File: src/rtl/interrupt_ack_control.sv
// rtl/interrupt_ack_control.sv - interrupt resolution, two-pulse INTA sequencing, vector and EOI generation
//
// Purpose: picks the highest-priority unmasked request that outranks the level in
// service, raises INT, walks the two-pulse INTA# handshake, loads the acknowledged
// level into the in-service stage, drives the vector byte and issues EOI pulses.
//
// Ports:
//   clock, reset                  rising-edge clock, synchronous active-high reset
//   interrupt_acknowledge_n       INTA#, synchronised, active-low
//   interrupt_request_register    pending requests, bit n = IRn
//   interrupt_mask                1 = level masked
//   highest_level_in_service      one-hot level currently in service, 0 = none
//   priority_rotate               lowest-priority level
//   vector_base                   upper five vector bits
//   auto_eoi                      issue EOI automatically at end of second INTA
//   eoi_command/_specific/_level  EOI command strobe and its operands
//   interrupt_to_cpu              INT pin
//   latch_in_service              one-cycle load strobe for the in-service stage
//   interrupt                     one-hot acknowledged level, held
//   clear_interrupt_request       one-cycle one-hot IRR clear
//   end_of_interrupt              one-cycle one-hot ISR clear
//   vector_out, vector_out_enable vector byte and its bus enable

module interrupt_ack_control #(
  parameter logic [2:0] SPURIOUS_LEVEL = 3'd7
) (
  input  logic       clock,
  input  logic       reset,
  input  logic       interrupt_acknowledge_n,
  input  logic [7:0] interrupt_request_register,
  input  logic [7:0] interrupt_mask,
  input  logic [7:0] highest_level_in_service,
  input  logic [2:0] priority_rotate,
  input  logic [4:0] vector_base,
  input  logic       auto_eoi,
  input  logic       eoi_command,
  input  logic       eoi_specific,
  input  logic [2:0] eoi_level,
  output logic       interrupt_to_cpu,
  output logic       latch_in_service,
  output logic [7:0] interrupt,
  output logic [7:0] clear_interrupt_request,
  output logic [7:0] end_of_interrupt,
  output logic [7:0] vector_out,
  output logic       vector_out_enable
);

  typedef enum logic [1:0] {IDLE, ACK1, WAIT2, ACK2} state_t;

  state_t     state;
  logic       inta_q;
  logic       inta_fall;
  logic       inta_rise;
  logic [2:0] level;
  logic       ack_valid;

  logic [7:0] candidates;
  logic       win_found;
  logic [2:0] win_level;
  logic [2:0] win_rank;
  logic       isr_found;
  logic [2:0] isr_rank;
  logic       win_valid;
  logic [2:0] scan_level;
  logic [7:0] cmd_eoi;

  function automatic logic [7:0] one_hot(input logic [2:0] l);
    return 8'(1) << l;
  endfunction

  assign inta_fall = inta_q & ~interrupt_acknowledge_n;
  assign inta_rise = ~inta_q & interrupt_acknowledge_n;

  // Scan from rank 0 upward; the level holding rank r is rotate + 1 + r (mod 8).
  always_comb begin
    candidates = interrupt_request_register & ~interrupt_mask;
    win_found  = 1'b0;
    win_level  = 3'd0;
    win_rank   = 3'd7;
    isr_found  = 1'b0;
    isr_rank   = 3'd7;
    scan_level = 3'd0;
    for (int r = 0; r < 8; r++) begin
      scan_level = 3'(r) + priority_rotate + 3'd1;
      if (!win_found && candidates[scan_level]) begin
        win_found = 1'b1;
        win_level = scan_level;
        win_rank  = 3'(r);
      end
      if (!isr_found && highest_level_in_service[scan_level]) begin
        isr_found = 1'b1;
        isr_rank  = 3'(r);
      end
    end
    win_valid = win_found && (!isr_found || (win_rank < isr_rank));
  end

  always_comb begin
    cmd_eoi = 8'd0;
    if (eoi_command)
      cmd_eoi = eoi_specific ? one_hot(eoi_level) : highest_level_in_service;
  end

  always_ff @(posedge clock) begin
    // The edge detector keeps tracking the pin through reset so a level held
    // low during reset is not mistaken for a fresh falling edge afterwards.
    inta_q <= interrupt_acknowledge_n;
    if (reset) begin
      state                   <= IDLE;
      level                   <= 3'd0;
      ack_valid               <= 1'b0;
      interrupt_to_cpu        <= 1'b0;
      latch_in_service        <= 1'b0;
      interrupt               <= 8'd0;
      clear_interrupt_request <= 8'd0;
      end_of_interrupt        <= 8'd0;
      vector_out              <= 8'd0;
      vector_out_enable       <= 1'b0;
    end else begin
      latch_in_service        <= 1'b0;
      clear_interrupt_request <= 8'd0;
      end_of_interrupt        <= cmd_eoi;
      case (state)
        IDLE: begin
          if (inta_fall) begin
            state            <= ACK1;
            interrupt_to_cpu <= 1'b0;
            if (win_valid) begin
              level                   <= win_level;
              ack_valid               <= 1'b1;
              latch_in_service        <= 1'b1;
              clear_interrupt_request <= one_hot(win_level);
              interrupt               <= one_hot(win_level);
            end else begin
              // Request vanished before the first INTA: report the spurious level.
              level     <= SPURIOUS_LEVEL;
              ack_valid <= 1'b0;
            end
          end else begin
            interrupt_to_cpu <= win_valid;
          end
        end
        ACK1: begin
          if (inta_rise) state <= WAIT2;
        end
        WAIT2: begin
          if (inta_fall) begin
            state             <= ACK2;
            vector_out        <= {vector_base, level};
            vector_out_enable <= 1'b1;
          end
        end
        ACK2: begin
          if (inta_rise) begin
            state             <= IDLE;
            vector_out_enable <= 1'b0;
            if (auto_eoi && ack_valid)
              end_of_interrupt <= cmd_eoi | one_hot(level);
          end
        end
        default: state <= IDLE;
      endcase
    end
  end

endmodule

File: config.mk
export PLATFORM = sky130hd
export DESIGN_NAME = interrupt_ack_control
export DESIGN_NICKNAME = d
export VERILOG_FILES = /design/src/rtl/interrupt_ack_control.sv
export SDC_FILE = /design/constraint.sdc
export NUM_CORES = 1
export LEC_CHECK = 0
export BUFFER_PORTS_ARGS = -buffer_cell sky130_fd_sc_hd__buf_4
export CELL_PAD_IN_SITES_DETAIL_PLACEMENT = 1
export CELL_PAD_IN_SITES_GLOBAL_PLACEMENT = 1
export CORE_MARGIN = 5
export CORE_UTILIZATION = 45
export DETAILED_ROUTE_END_ITERATION = 10
export PLACE_DENSITY = 0.87
export SLEW_MARGIN = 20
export SYNTH_ARGS = -nofsm -noshare
export SYNTH_HDL_FRONTEND = slang
export SYNTH_SLANG_ARGS = --single-unit
File: constraint.sdc
create_clock -name clock -period 12.6 [get_ports clock]
set_clock_uncertainty 0.05 [all_clocks]
set_input_delay 1.26 -clock clock [delete_from_list [all_inputs] [get_ports clock]]
set_output_delay 1.26 -clock clock [all_outputs]
set_load 0.02 [all_outputs]
# Yosys cells after proc, flatten, opt, wreduce, memory -nomap -nowiden
# Cells that the tools add are included.
# word_totals
out_inout_bits	35
in_bits	41
word_cells	183
register_bits	42
# classes
n_lt_le_gt_ge	9
add_sub_neg	14
n_bitwise	10
n_eq_ne	7
n_reduce_logical	41
muxes	88
n_shift	3
# op_table
operator	n
$mux 3	25
$bmux 1 s3	16
$mux 8	5
$mux 1	36
$lt 3x4->1 const B	8
$shl 1x3->8 const A	3
$add 3x1->3 const B	7
$logic_and 1x1->1	16
$logic_not 1->1	15
$add 3x3->3 const A	4
$and 8x8->8	1
$mux 2	4
$ne 2x2->1 const B	4
$not 8->8	1
$or 8x8->8	1
$pmux 2 s4	1
$add 2x3->3 const A	2
$reduce_and 3->1	2
$not 1->1	5
$eq 2x2->1 const B	2
$reduce_and 2->1	2
$reduce_and 4->1	1
$reduce_or 4->1	1
$add 1x3->3 const A	1
other kinds (8)	9

# Logic depth before layout (Yosys ltp)
# Gate-level depths: netlist of run 1.
# depth
depth_word	31
ltp_mapped	19
mapped_depth_nobuf	14

# Worst setup path before layout of run 1
# OpenSTA, ideal clock, no wires.
# synth_timing
path_kind	input port to flip-flop
from	in priority_rotate[0]
to	reg interrupt[1]
setup_ns	0.088
required_time_ns	12.462
arrival_ns	5.139
path_stages	19
path_slack_ns	7.323
cell_sequence	buf_4 inv_2 buf_4 ha_1 buf_6 buf_2 mux4_2 mux2_2 o21a_1 or2_2 nand2b_1 ha_1 a21oi_1 nand3_1 a211oi_2 a22oi_1 or2_1 buf_2 o32ai_2
# synth_via
elab_chain_cells	29
# synth_lines
element	line_no	text
start: declaration	33	input logic [2:0] priority_rotate,
parallel branches: the longest is 29 deep, another holds $add 1x3->3	n/a	
end signal: assignment	133	interrupt <= one_hot(win_level);
end: declaration	41	output logic [7:0] interrupt,
# Parallel ways; which one is timed is not known. The select of a mux whose other input is x is not followed.
# A chain may end at the register's enable or synchronous reset.

# Worst setup path after layout of run 1
# layout_timing
from	in priority_rotate[0]
to	reg interrupt[2]
# The elaborated chain is that of the path after synthesis.

==> results of run 1 <==
[final cells by class]
cell class	count	share of cell area [%]
clock buffers	7	2.025
clock inverters	1	0.1174
inverters	17	1.496
multi-input cells	305	60.27
flip-flops and latches	42	19.72
well taps	102	2.993
repair buffers	76	13.38
[cell families (layout without fill, tap and decap cells)]
kind of cell             count (synthesis)  in the layout  share of synthesized area [%]
flip-flops                              42             42                          23.39
multiplexers                            56             56                          26.35
XOR/XNOR                                 4              4                          1.706
adder cells (fa/ha/maj)                  9              9                          3.133
AND/OR/NAND/NOR                        143            143                          20.50
buffers and inverters                   39            101                          5.116
AO/OA/AOI/OAI                           93             93                          19.81
[stage by stage]
stage / hold WS (ns) / instances / utilization, % / cell area (µm²) / power (mW)
finish: 0.4126 / 550 / 54.90 / 4264 / 0.4688
global route: 0.4397 / 550 / 54.90 / 4264 / 0.4979
CTS: 0.4157 / 550 / 54.90 / 4264 / 0.4706
detailed placement: 0.4046 / 542 / 53.72 / 4173 / 0.3796
global placement: 0.3918 / 542 / 53.72 / 4173 / 0.3667
floorplan: 0.3866 / 386 / - / 3595 / 0.3194
[metal layers]
layer / track usage (%) / vias to the layer above
met1: 27.68 / 1685
met5: 0 / -
met2: 40.81 / 83
met3: 3.086 / 12
li1: - / 1586
met4: 5.462 / 0
[sequential cells by signal, indices dropped and copies added (netlist names)]
| signal | cells |
|---|---|
| interrupt | 8 |
| vector_out_enable | 1 |
| clear_interrupt_request | 8 |
| state | 2 |
| end_of_interrupt | 8 |
| interrupt_to_cpu | 1 |
| inta_q | 1 |
| vector_out | 8 |
| ack_valid | 1 |
| level | 3 |
| latch_in_service | 1 |
[worst max-delay path, cell delays in order]
cell and delay (ns):
buf_4 0.32, inv_2 0.26, ha_1 0.35, buf_4 0.35, mux4_2 0.55, a2111oi_0 0.56, nor3_1 0.17, or2_2 0.33
nand2b_1 0.16, ha_1 0.29, a21oi_1 0.16, nand3_1 0.11, a211oi_2 0.30, a21oi_2 0.13, nor2_1 0.69, o32ai_1 0.18
[power breakdown]
| group | switching (mW) | leakage (nW) | internal, mW | total [mW] |
|---|---|---|---|---|
| Sequential | 0.00927 | 0.341 | 0.143 | 0.152 |
| Clock | 0.0462 | 0.0482 | 0.0442 | 0.0904 |
| Combinational | 0.134 | 1.26 | 0.0922 | 0.226 |
| Total | 0.189 | 1.65 | 0.280 | 0.469 |
[cell usage in the layout, fill, tap and decap left out, drive strengths merged, types with 3 or more instances in the layout]
master and n:
buf 76, dfxtp 42, nor2 33, nand2 30
mux4 29, nand2b 22, mux2i 21, a21oi 18
inv 17, o21ai 17, nor2b 16, nand3 13
nor3 12, o32ai 10, ha 9, a22oi 8
clkbuf 7, a211oi 7, mux2 6, a2111oi 5
o31ai 5, o211ai 4, o22ai 4, or2 4
a32oi 3
[worst min path at each step]
stage / from / endpoint / slack, ns
floorplan: ack_valid$_SDFFE_PP0P_ / ack_valid$_SDFFE_PP0P_ / 0.39
global placement: vector_out[6]$_SDFFE_PP0P_ / vector_out[6]$_SDFFE_PP0P_ / 0.39
detailed placement: vector_out[4]$_SDFFE_PP0P_ / vector_out[4]$_SDFFE_PP0P_ / 0.40
CTS: vector_out[4]$_SDFFE_PP0P_ / vector_out[4]$_SDFFE_PP0P_ / 0.42
global route: vector_out[6]$_SDFFE_PP0P_ / vector_out[6]$_SDFFE_PP0P_ / 0.44
finish: vector_out[4]$_SDFFE_PP0P_ / vector_out[4]$_SDFFE_PP0P_ / 0.41
==> metrics.txt, run 1 <==
outcome=complete, no violations; total wire length=10.91 mm; post-synth cell types=slightly above 60; main flop type after synthesis=dfxtp_1; Post-synth EDFFs=0; Multi-input gate area=0.002570 mm²; Gate Count Post-Synth=just under 400; slew margin rel.=between 40 and 50%; Placement Setup Slack=6.169 ns; Reg2Reg Depth=5; CTS tree=done; routed wire length on met3=between 500 and 600 µm; total die area=0.009875 mm²; vias in the first global route=3621; Setup crit end=interrupt[2]$_SDFFE_PP0P_; min Tclk post-route=6.099 ns; Critical Path AT=6.19 ns; setup_tns=0 ns; Detailed Routing Iterations Pass 1=4; Max Clock Freq=164.0 MHz; WL met1=between 4 and 5 mm; Top Ports=76; # setup viols final=0; worst slew pin tran=0.8879 ns; fraction of layout cells with a size suffix above 1=30.80%; root buffer cell=clkbuf_8; Hold Vio Cnt, Final=0; Initial Util=46.28%; Register Area=840.8 µm²; cell taking the most area after synthesis=dfxtp_1; PwrDens=roughly 110 mW/mm²; Global Route Usage Sum=between 20% and 30%; clock-pin slew of the registers on the worst-case setup and hold paths=0.08 ns; Antenna Nets Post-Route=0; initial drt markers=275; Hold Path Depth=2; Via-to-Cell Ratio=between 6 and 7; average size of a mapped cell=between 9 and 10 µm²; initial antenna violation count=0; Max-cap violations=0; final critical-path share of the clock period=48.40%; CTS sink cnt=42; Die H=approximately 100 µm; post-synth design cell area=approximately 0.0036 mm²; via count=3366; ANT cells=0; worst-path fanout max=27; nets@finish=497; VDD IR max=0.00004662 V; gr ovfl total=0; unrepaired setup endpoints after global routing=no; Clock Latency Late Sink=0.30 ns; Syn Nets=436; worst setup path category=in2reg; postcts setup bufs=0; Filler cells=between 900 and 1000; Hold Buf Count CTS=0; reg2reg setup slack=around 10 ns; CTS Buffer Depth=2; Rows=32; port bufs=75; first-pass GRT wire length=18.13 mm; Synth Register Bits=42; total core area=between 0.007 and 0.008 mm²; top post-synthesis cells by area=dfxtp_1, mux4_2, mux2i_1, nand2b_1, nor2_1; Commonest cells post-synth=dfxtp_1, nor2_1, nand2_1; Synth top area share=23.39%; met2 wire len=5.757 mm; Leakage=1.651 nW; yosys warns=0; DRC=0; P&R area growth vs syn=18.62%; CTS buffer count=5; final worst setup slack=6.501 ns; worst min-delay path class=reg2reg; CP Capture Type=flip-flop; GP Congestion=between 0.9 and 1; FFs w/ async S/R, synth=0%; CP Launch Point=priority_rotate[0]; RR Startpoint=inta_q$_DFF_P_; Critical Path Start Type=input port; fin. max-slew vios=0; DIE WIDTH=99.38 µm; dpl hpwl=approximately 8.5 mm; count leader, synth=dfxtp_1; Worst R2R End=interrupt[2]$_SDFFE_PP0P_; sequential fraction of the synthesis area=23.39%; pin count of the biggest net entering global routing=36; Routed WL per cell=slightly below 20 µm; H-tree Lvls=2; quantity of gates resized following cts=0; DR top layer=met4; Critical Path RT=12.69 ns
No activity file was read; power rests on OpenSTA's default activity.
==> run 2: changes to the inputs <==
Settings changed: CORE_UTILIZATION 45 to 42, PLACE_DENSITY 0.87 to 0.82.
Clock period 12.6 ns to 5.9 ns, I/O delays scaled along.
==> run 2 against run 1 <==
Net effect: wire length down 6.0%; critical endpoint is now interrupt[1]$_SDFFE_PP0P_; register-to-register slack lost 6.4 ns; cell count is 1.1% higher; first-iteration DRC count decreased by 35%; sequential share of layout area fell by 0.19 points; core utilization decreased by 2.8 points; non-clock buffer count increased by 3; largest power group unchanged; largest cell class unchanged; critical path type unchanged; design area is 0.97% higher; sequential cell count stayed put; worst setup slack lost 5.6 ns; power increased by 120%.
==> metrics.txt, run 2 (synthesis gave the netlist of run 1 again) <==
DIE WIDTH=102.5 µm (was 99.38 µm); Hold Buf Count CTS=0 (unchanged); # setup viols final=0 (unchanged); commonest non-fill, non-tap cell in the layout=buf_4 (unchanged); H-tree Lvls=2 (unchanged); Max Clock Freq=200.6 MHz; Clk pwr share=21.8% (was 19.3%); min Tclk post-route=around 5 ns; initial antenna violation count=0 (unchanged); outcome=complete, no violations (unchanged); final critical-path share of the clock period=84.50%; Max-cap violations=0 (unchanged); GP Congestion=0.8566 (was 0.9091); gr ovfl total=0 (unchanged); Finished Cell Area=0.004305 mm² (was 0.004264 mm²); slew margin rel.=45.02% (was 40.59%); Hold Vio Cnt, Final=0 (unchanged); placed insts=548 (was 542); dpl hpwl=7.981 mm (was 8.535 mm); setup_tns=0 ns (unchanged); Reg power frac=31.7% (was 32.5%); P&R area growth vs syn=19.77% (was 18.62%); pin count of the biggest net entering global routing=36 (unchanged); vias in the first global route=3439 (was 3621); final worst setup slack=0.9143 ns (was 6.501 ns); most frequent cells in the layout=buf_4, dfxtp_1, nor2_1 (unchanged); Critical Path AT=5.14 ns (was 6.19 ns); port bufs=75 (unchanged); Comb pwr share=46.5% (was 48.2%); CP Launch Point=priority_rotate[0] (unchanged); CP Capture Type=flip-flop (unchanged); Leakage=1.670 nW (was 1.651 nW); Global Route Usage Sum=20.00% (was 22.36%); Rows=33 (was 32); fraction of layout cells with a size suffix above 1=31.04% (was 30.80%); Routed WL per cell=18.44 µm (was 19.83 µm); worst min-delay path class=in2reg (was reg2reg); quantity of gates resized following cts=0 (unchanged); ANT cells=0 (unchanged); clock-pin slew of the registers on the worst-case setup and hold paths=0.08 ns (about the same); initial drt markers=179 (was 275); root buffer cell=clkbuf_8 (unchanged); PwrDens=238.4 mW/mm² (was 109.9 mW/mm²); Clock Latency Late Sink=0.29 ns (was 0.30 ns); first-pass GRT wire length=16.79 mm (was 18.13 mm); worst slew pin tran=0.8230 ns (was 0.8879 ns); postcts setup bufs=0 (unchanged); Initial Util=43.53% (was 46.28%); total core area=0.008258 mm² (was 0.007767 mm²); VDD IR max=0.0001097 V (was 0.00004662 V); reg2reg setup slack=3.65 ns (was 10.06 ns); fin. max-slew vios=0 (unchanged); Top Ports=76 (unchanged); worst setup path category=in2reg (unchanged); CTS Buffer Depth=2 (unchanged); Antenna Nets Post-Route=0 (unchanged); Critical Path Start Type=input port (unchanged); placed cell area=0.004199 mm² (was 0.004173 mm²); DRC=0 (unchanged); Placement Setup Slack=0.5840 ns (was 6.169 ns); Die H=102.5 µm (was 99.38 µm); Post-Layout Cell Count=556 (was 550); Net Switching=0.3931 mW (was 0.1892 mW); nets@finish=500 (was 497); Filler cells=991 (was 923); CTS tree=done (unchanged); HP Start=interrupt_acknowledge_n (was vector_out[4]$_SDFFE_PP0P_); unrepaired setup endpoints after global routing=no (unchanged); RR Startpoint=inta_q$_DFF_P_ (unchanged); worst-path fanout max=26 (was 27); Critical Path RT=6.06 ns (was 12.69 ns); Design Power=1.026 mW (was 0.4688 mW); Internal=0.6333 mW (was 0.2795 mW); total wire length=10.25 mm (was 10.91 mm); total die area=0.01051 mm² (was 0.009875 mm²); via count=3321 (was 3366); Sw Share=38.30% (was 40.36%); CTS sink cnt=42 (unchanged); Detailed Routing Iterations Pass 1=4 (unchanged); Via-to-Cell Ratio=5.973 (was 6.120); CTS buffer count=5 (unchanged); worst hold slack=0.3727 ns (was 0.4126 ns); Layout Utilization=52.14% (was 54.90%)
run 2: power by group through the flow:
stage                     combinational (mW)  clock [mW]  sequential, mW
after floorplan                        0.342           0           0.340
after CTS                              0.478       0.229           0.326
after global placement                 0.458           0           0.330
after global routing                   0.526       0.241           0.329
final                                  0.477       0.224           0.325
after detailed placement               0.477           0           0.332
run 2: path summary, 6_finish.rpt:
kind / end / depth (start not counted)
max: interrupt[1]$_SDFFE_PP0P_ / 16
min: inta_q$_DFF_P_ / 1
max reg2reg: interrupt[4]$_SDFFE_PP0P_ / 5
min reg2reg: vector_out[0]$_SDFFE_PP0P_ / 2
run 2: routing by layer:
| metal | vias up | global-route usage [%] | wire [µm] |
|---|---|---|---|
| met2 | 89 | 34.91 | 5156 |
| met1 | 1626 | 26.38 | 4528 |
| met5 | - | 0 | 0 |
| met4 | 0 | 5.247 | 103 |
| li1 | 1598 | - | - |
| met3 | 8 | 2.233 | 463 |
run 2: cell type report:
| type | instances | area [µm²] | area share (%) |
|---|---|---|---|
| inverter | 17 | 63.81 | 1.482 |
| timing repair buffer | 79 | 593.1 | 13.78 |
| clock buffer | 7 | 76.32 | 1.773 |
| sequential | 42 | 840.8 | 19.53 |
| tap | 105 | 131.4 | 3.051 |
| clock inverter | 1 | 30.03 | 0.6975 |
| multi-input combinational | 305 | 2570 | 59.69 |
run 2: critical path: stages:
cell and delay [ns]:
buf_4 0.31, inv_2 0.25, ha_1 0.41, buf_4 0.24
mux4_2 0.53, a2111oi_0 0.57, nor3_1 0.18, or2_2 0.32
nand2b_1 0.15, ha_1 0.28, a21oi_1 0.14, nand3_1 0.10
a211oi_2 0.27, a22oi_1 0.13, or2_1 0.37, o32ai_2 0.30
==> run 3: changes to the inputs <==
Settings changed: ABC_AREA from default to 1, CORE_UTILIZATION 42 to 32, PLACE_DENSITY 0.82 to 0.77.
Clock period 5.9 ns to 4.5 ns, I/O delays scaled along.
==> run 3 against run 2 <==
Net effect: area after synthesis decreased by 19%; first-iteration DRC count down 16%; largest power group unchanged; design area shrank 15%.
==> metrics.txt, run 3 <==
placed cell area=0.003560 mm² (was 0.004199 mm²); CTS Buffer Depth=2 (unchanged); first-pass GRT wire length=16.35 mm (was 16.79 mm); Max Clock Freq=about 270 MHz; Post-synth EDFFs=0 (unchanged); dpl hpwl=7.978 mm (was 7.981 mm); post-synth design cell area=0.002922 mm² (was 0.003595 mm²); H-tree Lvls=2 (unchanged); initial antenna violation count=0 (unchanged); Register Area=840.8 µm² (unchanged); CTS sink cnt=42 (unchanged); Global Route Usage Sum=17.41% (was 20.00%); Critical Path AT=3.84 ns (was 5.14 ns); Reg power frac=37.6% (was 31.7%); Filler cells=1213 (was 991); nets@finish=607 (was 500); Antenna Nets Post-Route=0 (unchanged); total wire length=9.572 mm (was 10.25 mm); worst-path fanout max=13 (was 26); Commonest cells post-synth=nand2_1, nand3_1, inv_1 (was dfxtp_1, nor2_1, nand2_1); Leakage=1.992 nW (was 1.670 nW); Die H=105.6 µm (was 102.5 µm); Initial Util=33.18% (was 43.53%); Rows=34 (was 33); worst min-delay path class=in2reg (unchanged); Max-cap violations=0 (unchanged); Critical Path Start Type=input port (unchanged); Buf+Inv Stages, Crit Path=5 (was 3); Multi-input gate area=0.001759 mm² (was 0.002570 mm²); CTS tree=done (unchanged); unrepaired setup endpoints after global routing=no (unchanged); Detailed Routing Iterations Pass 1=4 (unchanged); worst slew pin tran=0.6865 ns (was 0.8230 ns); ANT cells=0 (unchanged); CTS buffer count=5 (unchanged); total core area=0.008806 mm² (was 0.008258 mm²); crit-path max cell delay=0.57 ns (about the same); total die area=0.01114 mm² (was 0.01051 mm²); DIE WIDTH=105.6 µm (was 102.5 µm); Hold Buf Count CTS=0 (unchanged); postcts setup bufs=0 (unchanged); Comb pwr share=41.6% (was 46.5%); # setup viols final=0 (unchanged); Worst path slowest cell=ha_1 (was a2111oi_0); slew margin rel.=54.07% (was 45.02%); placed insts=658 (was 548); PwrDens=312.3 mW/mm² (was 238.4 mW/mm²); Top Ports=76 (unchanged); via count=3339 (was 3321); worst setup path category=in2reg (unchanged); Syn Nets=536 (was 436); Via-to-Cell Ratio=5.014 (was 5.973); Finished Cell Area=0.003646 mm² (was 0.004305 mm²); yosys warns=0 (unchanged); Net Switching=0.4591 mW (was 0.3931 mW); fin. max-slew vios=0 (unchanged); Post-Layout Cell Count=666 (was 556); DRC=0 (unchanged); Hold Vio Cnt, Final=0 (unchanged); vias in the first global route=3506 (was 3439); Internal=0.6796 mW (was 0.6333 mW); cell taking the most area after synthesis=dfxtp_1 (unchanged); final critical-path share of the clock period=82.34%; sequential fraction of the synthesis area=28.78% (was 23.39%); Gate Count Post-Synth=486 (was 386); VDD IR max=0.0001069 V (was 0.0001097 V); root buffer cell=clkbuf_8 (unchanged); clock-pin slew of the registers on the worst-case setup and hold paths=0.08 ns (about the same); top post-synthesis cells by area=dfxtp_1, nand2_1, nand3_1, inv_1, nor2_1 (was dfxtp_1, mux4_2, mux2i_1, nand2b_1, nor2_1); Sw Share=40.32% (was 38.30%); most frequent cells in the layout=nand2_1, buf_4, nand3_1 (was buf_4, dfxtp_1, nor2_1); fraction of layout cells with a size suffix above 1=19.53% (was 31.04%); setup_tns=0 ns (unchanged); final worst setup slack=0.7949 ns (was 0.9143 ns); outcome=complete, no violations (unchanged); Synth Register Bits=42 (unchanged); count leader, synth=nand2_1 (was dfxtp_1); FFs w/ async S/R, synth=0% (unchanged); Design Power=1.139 mW (was 1.026 mW); initial drt markers=150 (was 179); main flop type after synthesis=dfxtp_1 (unchanged); min Tclk post-route=3.705 ns; Clock Latency Late Sink=0.29 ns (about the same); pin count of the biggest net entering global routing=25 (was 36); Placement Setup Slack=0.5361 ns (was 0.5840 ns); Routed WL per cell=14.37 µm (was 18.44 µm); average size of a mapped cell=6.011 µm² (was 9.313 µm²); P&R area growth vs syn=24.80% (was 19.77%); Critical Path RT=4.63 ns (was 6.06 ns); quantity of gates resized following cts=0 (unchanged); commonest non-fill, non-tap cell in the layout=nand2_1 (was buf_4); Synth top area share=28.78% (was 23.39%); GP Congestion=0.8924 (was 0.8566); CP Capture Type=flip-flop (unchanged); Clk pwr share=20.7% (was 21.8%); gr ovfl total=0 (unchanged); CP dominant cell by count=nand2_1; post-synth cell types=28 (was 61); port bufs=75 (unchanged); critical path's top delay family=simple AND/OR/NAND/NOR gates (was compound AO/OA/AOI/OAI gates)
[run 3: worst paths after layout]
check                             from  cells after the start                         end  slack, ns
max reg2reg      state[0]$_SDFFE_PP0P_                      7  vector_out[4]$_SDFFE_PP0P_       2.71
min reg2reg  interrupt[4]$_SDFFE_PP0P_                      2   interrupt[4]$_SDFFE_PP0P_       0.40
min            interrupt_acknowledge_n                      1              inta_q$_DFF_P_       0.23
max                 priority_rotate[1]                     25   interrupt[3]$_SDFFE_PP0P_       0.79
[run 3: power groups by stage]
stage	Sequential (mW)	Clock, mW	Combinational (mW)
floorplan	0.455	0	0.302
detailed placement	0.437	0	0.473
finish	0.429	0.236	0.474
CTS	0.429	0.246	0.475
global route	0.434	0.262	0.534
global placement	0.436	0	0.455
[run 3: stage by stage]
step | utilization [%] | hold WS, ns
after floorplan | - | 0.3983
after global placement | 40.42 | 0.3879
after detailed placement | 40.42 | 0.3923
after CTS | 41.40 | 0.2190
after global routing | 41.40 | 0.2121
final | 41.40 | 0.2293
[run 3: final cells by class]
class	instances	area share, %
multi-input cells	365	48.25
flip-flops and latches	42	23.06
repair buffers	76	15.65
inverters	67	6.966
well taps	108	3.706
clock buffers	6	1.990
clock inverters	2	0.3775
[run 3: cell families (layout without fill, tap and decap cells)]
kind of cell	count (synthesis)	after routing	synth area share [%]
adders and majority gates	9	9	3.854
AOI/OAI and AO/OA	58	58	10.92
and+or+nand+nor	297	297	44.88
xor gates and xnor gates	1	1	0.5569
DFF	42	42	28.78
buffers and inverters	79	151	11.01
[run 3: per-layer routing]
layer / global-route usage (%) / share of wire (%)
met4: 3.793 / 1.0
met2: 30.33 / 48
met1: 22.45 / 45
met3: 3.178 / 6.2
met5: 0 / 0
